<file path="config.mk">
export PLATFORM = sky130hd
export DESIGN_NAME = systolic_feeder_flat
export DESIGN_NICKNAME = d
export VERILOG_FILES = /design/src/rtl/systolic_feeder_if.sv /design/src/rtl/systolic_feeder.sv /design/src/flat_wrapper.sv
export SDC_FILE = /design/constraint.sdc
export NUM_CORES = 1
export LEC_CHECK = 0
export ABC_AREA = 1
export CORE_ASPECT_RATIO = 0.9
export CORE_UTILIZATION = 30
export CTS_BUF_LIST = sky130_fd_sc_hd__clkbuf_4
export DETAILED_ROUTE_END_ITERATION = 6
export SYNTH_ARGS = -nofsm -noshare
export SYNTH_HDL_FRONTEND = slang
export SYNTH_SLANG_ARGS = --single-unit
</file>
<file path="constraint.sdc">
create_clock -name clk -period 2.8 [get_ports clk]
set_input_delay 0.56 -clock clk [delete_from_list [all_inputs] [get_ports clk]]
set_output_delay 0.56 -clock clk [all_outputs]
set_load 0.05 [all_outputs]
</file>
<file path="src/rtl/systolic_feeder_if.sv">
// ============================================================================
// systolic_feeder_if : operand-load and skewed-stream bundle for systolic_feeder
// Revision 1.0
// ============================================================================
`default_nettype none

interface systolic_feeder_if #(
  parameter int DATA_BIT = 8
);
  logic                wr_en;
  logic                wr_sel;
  logic [3:0]          wr_addr;
  logic [DATA_BIT-1:0] wr_data;
  logic                start;
  logic                busy;
  logic                done;
  logic                acc_clr;
  logic [DATA_BIT-1:0] input_west0;
  logic [DATA_BIT-1:0] input_west4;
  logic [DATA_BIT-1:0] input_west8;
  logic [DATA_BIT-1:0] input_west12;
  logic [DATA_BIT-1:0] input_north0;
  logic [DATA_BIT-1:0] input_north1;
  logic [DATA_BIT-1:0] input_north2;
  logic [DATA_BIT-1:0] input_north3;

  modport master (
    output wr_en, wr_sel, wr_addr, wr_data, start,
    input  busy, done, acc_clr,
    input  input_west0, input_west4, input_west8, input_west12,
    input  input_north0, input_north1, input_north2, input_north3
  );

  modport slave (
    input  wr_en, wr_sel, wr_addr, wr_data, start,
    output busy, done, acc_clr,
    output input_west0, input_west4, input_west8, input_west12,
    output input_north0, input_north1, input_north2, input_north3
  );
endinterface

`default_nettype wire

</file>
<file path="src/rtl/systolic_feeder.sv">
// ============================================================================
// systolic_feeder : holds 4x4 A/B operands and feeds them diagonally skewed
// Revision 1.0
// ============================================================================
`default_nettype none

module systolic_feeder #(
  parameter int DATA_BIT = 8
) (
  input  wire                 clk,
  input  wire                 rst,
  systolic_feeder_if.slave    bus
);

  typedef enum logic [2:0] {
    S_IDLE  = 3'd0,
    S_CLEAR = 3'd1,
    S_FEED  = 3'd2,
    S_DRAIN = 3'd3,
    S_DONE  = 3'd4
  } state_t;

  state_t              state_q, state_d;
  logic [2:0]          t_q, t_d;
  logic [1:0]          dcnt_q, dcnt_d;
  logic                busy_q, busy_d;
  logic                done_q, done_d;
  logic                acc_clr_q, acc_clr_d;
  logic                feed_d;

  logic [DATA_BIT-1:0] a_q [16];
  logic [DATA_BIT-1:0] b_q [16];
  logic [DATA_BIT-1:0] west_q  [4];
  logic [DATA_BIT-1:0] north_q [4];
  logic [DATA_BIT-1:0] west_d  [4];
  logic [DATA_BIT-1:0] north_d [4];

  // Writes are accepted only when no sequence is reading the storage.
  always_ff @(posedge clk or negedge rst) begin
    if (!rst) begin
      for (int n = 0; n < 16; n++) begin
        a_q[n] <= '0;
        b_q[n] <= '0;
      end
    end else if (bus.wr_en && !busy_q) begin
      if (bus.wr_sel) b_q[bus.wr_addr] <= bus.wr_data;
      else            a_q[bus.wr_addr] <= bus.wr_data;
    end
  end

  always_ff @(posedge clk or negedge rst) begin
    if (!rst) begin
      state_q   <= S_IDLE;
      t_q       <= '0;
      dcnt_q    <= '0;
      busy_q    <= 1'b0;
      done_q    <= 1'b0;
      acc_clr_q <= 1'b0;
      for (int n = 0; n < 4; n++) begin
        west_q[n]  <= '0;
        north_q[n] <= '0;
      end
    end else begin
      state_q   <= state_d;
      t_q       <= t_d;
      dcnt_q    <= dcnt_d;
      busy_q    <= busy_d;
      done_q    <= done_d;
      acc_clr_q <= acc_clr_d;
      for (int n = 0; n < 4; n++) begin
        west_q[n]  <= west_d[n];
        north_q[n] <= north_d[n];
      end
    end
  end

  // Outputs are decoded from the next state so that every output is a flop.
  always_comb begin
    state_d = state_q;
    t_d     = '0;
    dcnt_d  = '0;
    case (state_q)
      S_IDLE:  if (bus.start) state_d = S_CLEAR;
      S_CLEAR: state_d = S_FEED;
      S_FEED: begin
        if (t_q == 3'd6) state_d = S_DRAIN;
        else             t_d     = t_q + 3'd1;
      end
      S_DRAIN: begin
        if (dcnt_q == 2'd3) state_d = S_DONE;
        else                dcnt_d  = dcnt_q + 2'd1;
      end
      S_DONE:  state_d = bus.start ? S_CLEAR : S_IDLE;
      default: state_d = S_IDLE;
    endcase
    busy_d    = (state_d == S_CLEAR) || (state_d == S_FEED) || (state_d == S_DRAIN);
    done_d    = (state_d == S_DONE);
    acc_clr_d = (state_d == S_CLEAR);
    feed_d    = (state_d == S_FEED);
  end

  // Lane g is delayed by g cycles; dly = t - g must land in 0..3 to be live.
  for (genvar g = 0; g < 4; g++) begin : g_lane
    localparam logic [3:0] LANE_IDX = 4'(g);
    logic [3:0] dly;
    logic       hit;
    assign dly        = {1'b0, t_d} - LANE_IDX;
    assign hit        = feed_d && (dly[3:2] == 2'b00);
    assign west_d[g]  = hit ? a_q[{LANE_IDX[1:0], dly[1:0]}] : '0;
    assign north_d[g] = hit ? b_q[{dly[1:0], LANE_IDX[1:0]}] : '0;
  end

  assign bus.busy         = busy_q;
  assign bus.done         = done_q;
  assign bus.acc_clr      = acc_clr_q;
  assign bus.input_west0  = west_q[0];
  assign bus.input_west4  = west_q[1];
  assign bus.input_west8  = west_q[2];
  assign bus.input_west12 = west_q[3];
  assign bus.input_north0 = north_q[0];
  assign bus.input_north1 = north_q[1];
  assign bus.input_north2 = north_q[2];
  assign bus.input_north3 = north_q[3];

endmodule

`default_nettype wire

</file>
<file path="src/flat_wrapper.sv">
// flat-port wrapper written by rule: the top's interface ports become plain ports
module systolic_feeder_flat 
#(
  parameter int DATA_BIT = 8
)
  (clk, rst, bus_wr_en, bus_wr_sel, bus_wr_addr, bus_wr_data, bus_start, bus_busy, bus_done, bus_acc_clr, bus_input_west0, bus_input_west4, bus_input_west8, bus_input_west12, bus_input_north0, bus_input_north1, bus_input_north2, bus_input_north3);
  systolic_feeder_if #(.DATA_BIT(DATA_BIT)) bus_i ();
  input  wire clk;
  input  wire rst;
  input wire logic [$bits(bus_i.wr_en)-1:0] bus_wr_en;
  input wire logic [$bits(bus_i.wr_sel)-1:0] bus_wr_sel;
  input wire logic [$bits(bus_i.wr_addr)-1:0] bus_wr_addr;
  input wire logic [$bits(bus_i.wr_data)-1:0] bus_wr_data;
  input wire logic [$bits(bus_i.start)-1:0] bus_start;
  output wire logic [$bits(bus_i.busy)-1:0] bus_busy;
  output wire logic [$bits(bus_i.done)-1:0] bus_done;
  output wire logic [$bits(bus_i.acc_clr)-1:0] bus_acc_clr;
  output wire logic [$bits(bus_i.input_west0)-1:0] bus_input_west0;
  output wire logic [$bits(bus_i.input_west4)-1:0] bus_input_west4;
  output wire logic [$bits(bus_i.input_west8)-1:0] bus_input_west8;
  output wire logic [$bits(bus_i.input_west12)-1:0] bus_input_west12;
  output wire logic [$bits(bus_i.input_north0)-1:0] bus_input_north0;
  output wire logic [$bits(bus_i.input_north1)-1:0] bus_input_north1;
  output wire logic [$bits(bus_i.input_north2)-1:0] bus_input_north2;
  output wire logic [$bits(bus_i.input_north3)-1:0] bus_input_north3;
  assign bus_i.wr_en = bus_wr_en;
  assign bus_i.wr_sel = bus_wr_sel;
  assign bus_i.wr_addr = bus_wr_addr;
  assign bus_i.wr_data = bus_wr_data;
  assign bus_i.start = bus_start;
  assign bus_busy = bus_i.busy;
  assign bus_done = bus_i.done;
  assign bus_acc_clr = bus_i.acc_clr;
  assign bus_input_west0 = bus_i.input_west0;
  assign bus_input_west4 = bus_i.input_west4;
  assign bus_input_west8 = bus_i.input_west8;
  assign bus_input_west12 = bus_i.input_west12;
  assign bus_input_north0 = bus_i.input_north0;
  assign bus_input_north1 = bus_i.input_north1;
  assign bus_input_north2 = bus_i.input_north2;
  assign bus_input_north3 = bus_i.input_north3;
  systolic_feeder #(.DATA_BIT(DATA_BIT)) u_core (.clk(clk), .rst(rst), .bus(bus_i));
endmodule
</file>
# Word-level counts from Yosys, hierarchy flattened
# Index checks and enable logic that the tools add are counted.
[classes]
addsub = 5
n_lt_le_gt_ge = 10
eq_ne = 10
muxes = 45
bitwise = 10
n_reduce_logical = 16
[op_table]
columns = ["op", "n"]
rows = [
  ["8-bit binary-select mux with 4-bit select", 8],
  ["128-bit bitwise mux", 2],
  ["8-bit 2-to-1 mux", 25],
  ["5-bit greater-or-equal comparator (second input constant)", 9],
  ["4-bit inverter with 5-bit output", 7],
  ["8-bit demux with 4-bit select", 1],
  ["3-bit 2-to-1 mux", 5],
  ["3-bit one-hot mux with 5 select lines", 1],
  ["3-bit by 2-bit equality test with 1-bit output (second input constant)", 4],
  ["3-bit equality test (second input constant)", 3],
  ["2-bit logical NOT", 4],
  ["3-bit by 2-bit subtractor with 4-bit output (second input constant)", 2],
  ["3-bit by 1-bit equality test with 1-bit output (second input constant)", 2],
  ["1-bit logical AND", 6],
  ["5-bit by 1-bit less-than comparator with 1-bit output (second input constant)", 1],
  ["2-bit inverter with 5-bit output", 1],
  ["3-bit inverter with 5-bit output", 1],
  ["2-bit 2-to-1 mux", 2],
  ["2-bit AND reduction", 2],
  ["3-bit by 1-bit subtractor with 4-bit output (second input constant)", 1],
  ["3-bit by 1-bit adder with 3-bit output (second input constant)", 1],
  ["3-bit logical NOT", 1],
  ["2-bit by 1-bit adder with 2-bit output (second input constant)", 1],
  ["2-bit equality test (second input constant)", 1],
  ["other kinds (4)", 5],
]
[totals]
register_bits = 331
out_inout_bits = 67

# Depth between registers and ports, before layout
[depth]
depth_word = 9
depth_mapped = 14

# Worst setup path after synthesis
# OpenSTA, ideal clock, no wires.
[synth_timing]
path_type = "register to register"
start = "register u_core.t_q[2]"
end = "register u_core.north_q, in the netlist u_core.bus.input_north1[0]"
setup_ns = 0.073
slack_ns = 0.481
t_arrival_ns = 2.246
stages_incl_launch_ff = 13
required_time_ns = 2.727
synth_period_minus_slack_ns = 2.319
path_cell_list = "dfrtp_1 a21oi_1 nand2_2 buf_6 buf_2 ha_1 clkbuf_1 inv_1 buf_1 nand3_1 nand2_1 inv_1 nor2_1"
[synth_lines]
columns = ["item", "line", "source"]
rows = [
  ["from (decl)", "systolic_feeder.sv:24", "logic [2:0] t_q, t_d;"],
  ["from (signal assigned)", "systolic_feeder.sv:65", "t_q <= t_d;"],
  ["to (signal, indexed assignment)", "systolic_feeder.sv:72", "north_q[n] <= north_d[n];"],
  ["to (decl)", "systolic_feeder.sv:34", "logic [DATA_BIT-1:0] north_q [4];"],
]

# Worst setup path after layout
[layout_timing]
start = "register u_core.busy_q (netlist: u_core.bus.busy)"
end = "output port bus_busy"
[layout_lines]
columns = ["item", "line", "source"]
rows = [
  ["from (decl)", "systolic_feeder.sv:26", "logic busy_q, busy_d;"],
  ["from (signal assigned)", "systolic_feeder.sv:67", "busy_q <= busy_d;"],
  ["to (decl)", "flat_wrapper.sv:15", "output wire logic [$bits(bus_i.busy)-1:0] bus_busy;"],
]
# No word-level cell between the ends.

==> impl_metrics.toml <==
[clock_network]
clk_path_buf_depth = 3
cts_max_level = 3
cts_tree = "done"
cts_sinks = 331
cts_made_buffers = 91
clk_pin_slew_ns = 0.06
clock_latency_ns = 0.80
cts_setup_buffers = 0
cts-root-buf = "clkbuf_4"

[placement]
post-place-ws_ns = 0.307
place_congestion = 0.799
place_area_sq_mm = 0.0162
io_buffers = 83
place_hpwl_mm = 23.6
dp.cells = 2449

[grt]
grt_overflow = 0
grt_pass1_vias = 11900
grt_max_degree = 113
antenna_found_initial = 2
grt_pass1_wl_mm = 63.7
grt_usage_pct = 16.2

[run]
cap_violations = 0

[sta]
whs_ns = 0.309
period_share_pct = 95.9
slew_violations = 0
worst_slack_ns = 0.114
max_freq_mhz = 372
skew_ns = 0.0405
period_minus_slack_ns = 2.69
relSlewSlack_pct = 54.6
setup_viol = 0
tightestPinTransition_ns = 0.680
report.final.hold_viol_count = 0

[critical_path]
arrival_ns = 2.13
worstPathCellList = "clkdlybuf4s50_1"
cp_data_required_time_ns = 2.24
end_kind = "primary output"
rr_startpoint = "u_core.state_q[0]"
critPathLaunchType = "flop"
cp_top_family = "buffers and inverters"
cp_slowest_stage_delay_ns = 0.85
cp_num_buf_inv = 1
crit_type = "reg2out"
crit_start = "u_core.bus.busy"
critPathMaxFanout = 3
cp_slowest_cell = "clkdlybuf4s50_1"

[power]
switching_share_pct = 44.7
pwr-share-clk_pct = 23.6
p_comb_share_pct = 44.9
p_int_mw = 10.1
leakage_nw = 8.41
vdd_drop_max_v = 0.000777
p_switching_mw = 8.14
p_seq_share_pct = 31.6
powerDensity_mw_per_mm2 = 1050

[detailed_routing]
first_pass_iters = 5
drt_first_iter_violations = 944
route.vias.total = 11900
vias_per_cell = 4.55
drc = 0
wirelength_mm = 39.2
ant_nets = 0
avgRoutedWirePerCell_um = 15.0

[synthesis]
synth_most_common_cell = "nand2_1"
synth_area_leaders = "dfrtp_1 56%, nand2_1 16%, o21ai_0 8.7%"
synth-main-ff-cell = "dfrtp_1"
synth_common_cells = "625 x nand2_1, 331 x dfrtp_1, 256 x o21ai_0"
yosysWarningCount = 0
synth_top_area_share_pct = 56.5
synthDistinctLibCells = 24
yosysSeqAreaShare_pct = 56.5
post-synth-top-area-cell = "dfrtp_1"
syn_area_per_cell_sq_um = 8.11
synthCells = 1809
synth_edf_count = 0
netlist_area_sq_mm = 0.0147
async_flop_share_pct = 100
synthesis.nets = 1832
ys_ff_latch = 331

[floorplan]
core_sq_mm = 0.0480
rows = 76
start_util_pct = 30.5
die_w_um = 235
io-pin-count = 84
dieArea_sq_mm = 0.0498
dieHeight_um = 212

[run_status]
status = "finished, final reports clean"

[layout]
final_cells = 2608
nNetsFinal = 1942
final_util_pct = 36.2
drive_gt1_share_pct = 10.2
n_fill_cell = 4946
design_area_sq_mm = 0.0174
syn2layout_area_growth_pct = 18.4

[hold_path]
hp-class = "in2reg"
hold_start = "bus_start"
[power by group through the flow]
stage               Sequential (mW)  Combinational (mW)  Clock (mW)
floorplan                      7.00                4.32           0
global placement               5.83                8.20           0
detailed placement             5.84                8.22           0
CTS                            5.76                8.26        4.44
global route                   5.83                9.03        4.73
finish                         5.75                8.17        4.29
[sequential cells by signal, summed over array words and instances (netlist names)]
signal                   flops
u_core.bus.input_west12      8
u_core.state_q               3
u_core.bus.done              1
u_core.bus.input_west0       8
u_core.bus.busy              1
u_core.bus.acc_clr           1
u_core.bus.input_north0      8
u_core.dcnt_q                2
u_core.bus.input_west4       8
u_core.bus.input_north3      8
u_core.bus.input_west8       8
u_core.a_q                 128
u_core.b_q                 128
u_core.bus.input_north2      8
u_core.bus.input_north1      8
u_core.t_q                   3
[cell type report]
type,instances,area (sq um),share of cell area (%)
Antenna cell,5,12.5,0.0720
Clock buffer,128,961,5.53
Clock inverter,25,149,0.857
Inverter,241,905,5.21
Multi-Input combinational cell,1132,5030,28.9
Sequential cell,331,8280,47.7
Tap cell,624,781,4.49
Timing Repair Buffer,122,1260,7.23
[worst paths after layout]
kind                            depth (start not counted)                    endpoint  slack [ns]
worst max-delay path                                    1                    bus_busy        0.11
worst min-delay path                                    3          u_core.bus.acc_clr        0.31
worst max register to register                         11  u_core.bus.input_north1[3]        0.40
worst min register to register                          1            u_core.dcnt_q[0]        0.44
max in group asynchronous                               3               u_core.b_q[6]        1.67
min in group asynchronous                               2              u_core.a_q[73]        0.39
[layout by cell type (no fill, tap or decap), drive strengths merged]
cell type      instances
clkdlybuf4s50         82
bufinv                 2
clkbuf               128
nor2                  44
nand4                  1
nand2                633
nand3                138
nor3                   2
or2                    3
dfrtp                331
o21bai                16
inv                  243
dlygate4sd3            1
buf                   39
o21ai                256
diode                  5
a21oi                 33
ha                     6
clkinv                21
[stage by stage]
step	power [mW]	setup TNS [ns]
2_1_floorplan	11.3	0
3_3_place_gp	14.0	0
3_5_place_dp	14.1	0
4_1_cts	18.5	0
5_1_grt	19.6	-0.0118
6_report	18.2	0
[per-layer routing]
layer  routed length [um]  part of all wire [%]  track usage [%]
met5                    0                     0                0
met4                  835                   2.1             5.90
met1                18000                    46             21.2
met2                17900                    46             26.0
met3                 2380                   6.1             4.09
[tightest hold or removal path, cell delays in order]
cell and delay (ns):
clkdlybuf4s50_1 0.39, nand2_1 0.08, inv_1 0.04
[repair_timing]
| action | CTS | global route |
|---|---|---|
| endpoints found under the hold margin | 68 | 0 |
| gates resized for setup | 0 | 0 |
| hold buffers | 1 | 0 |
[cells by family (layout without fill, tap and decap cells)]
family | Yosys count | count (layout) | synth area share [%]
DFF | 331 | 331 | 56.5
AOI/OAI and AO/OA | 305 | 305 | 10.9
adders and majority gates | 6 | 6 | 0.512
other | 0 | 5 | 0
and+or+nand+nor | 821 | 821 | 22.8
buffers and inverters | 346 | 516 | 9.32
(Power assumes the default switching activity.)
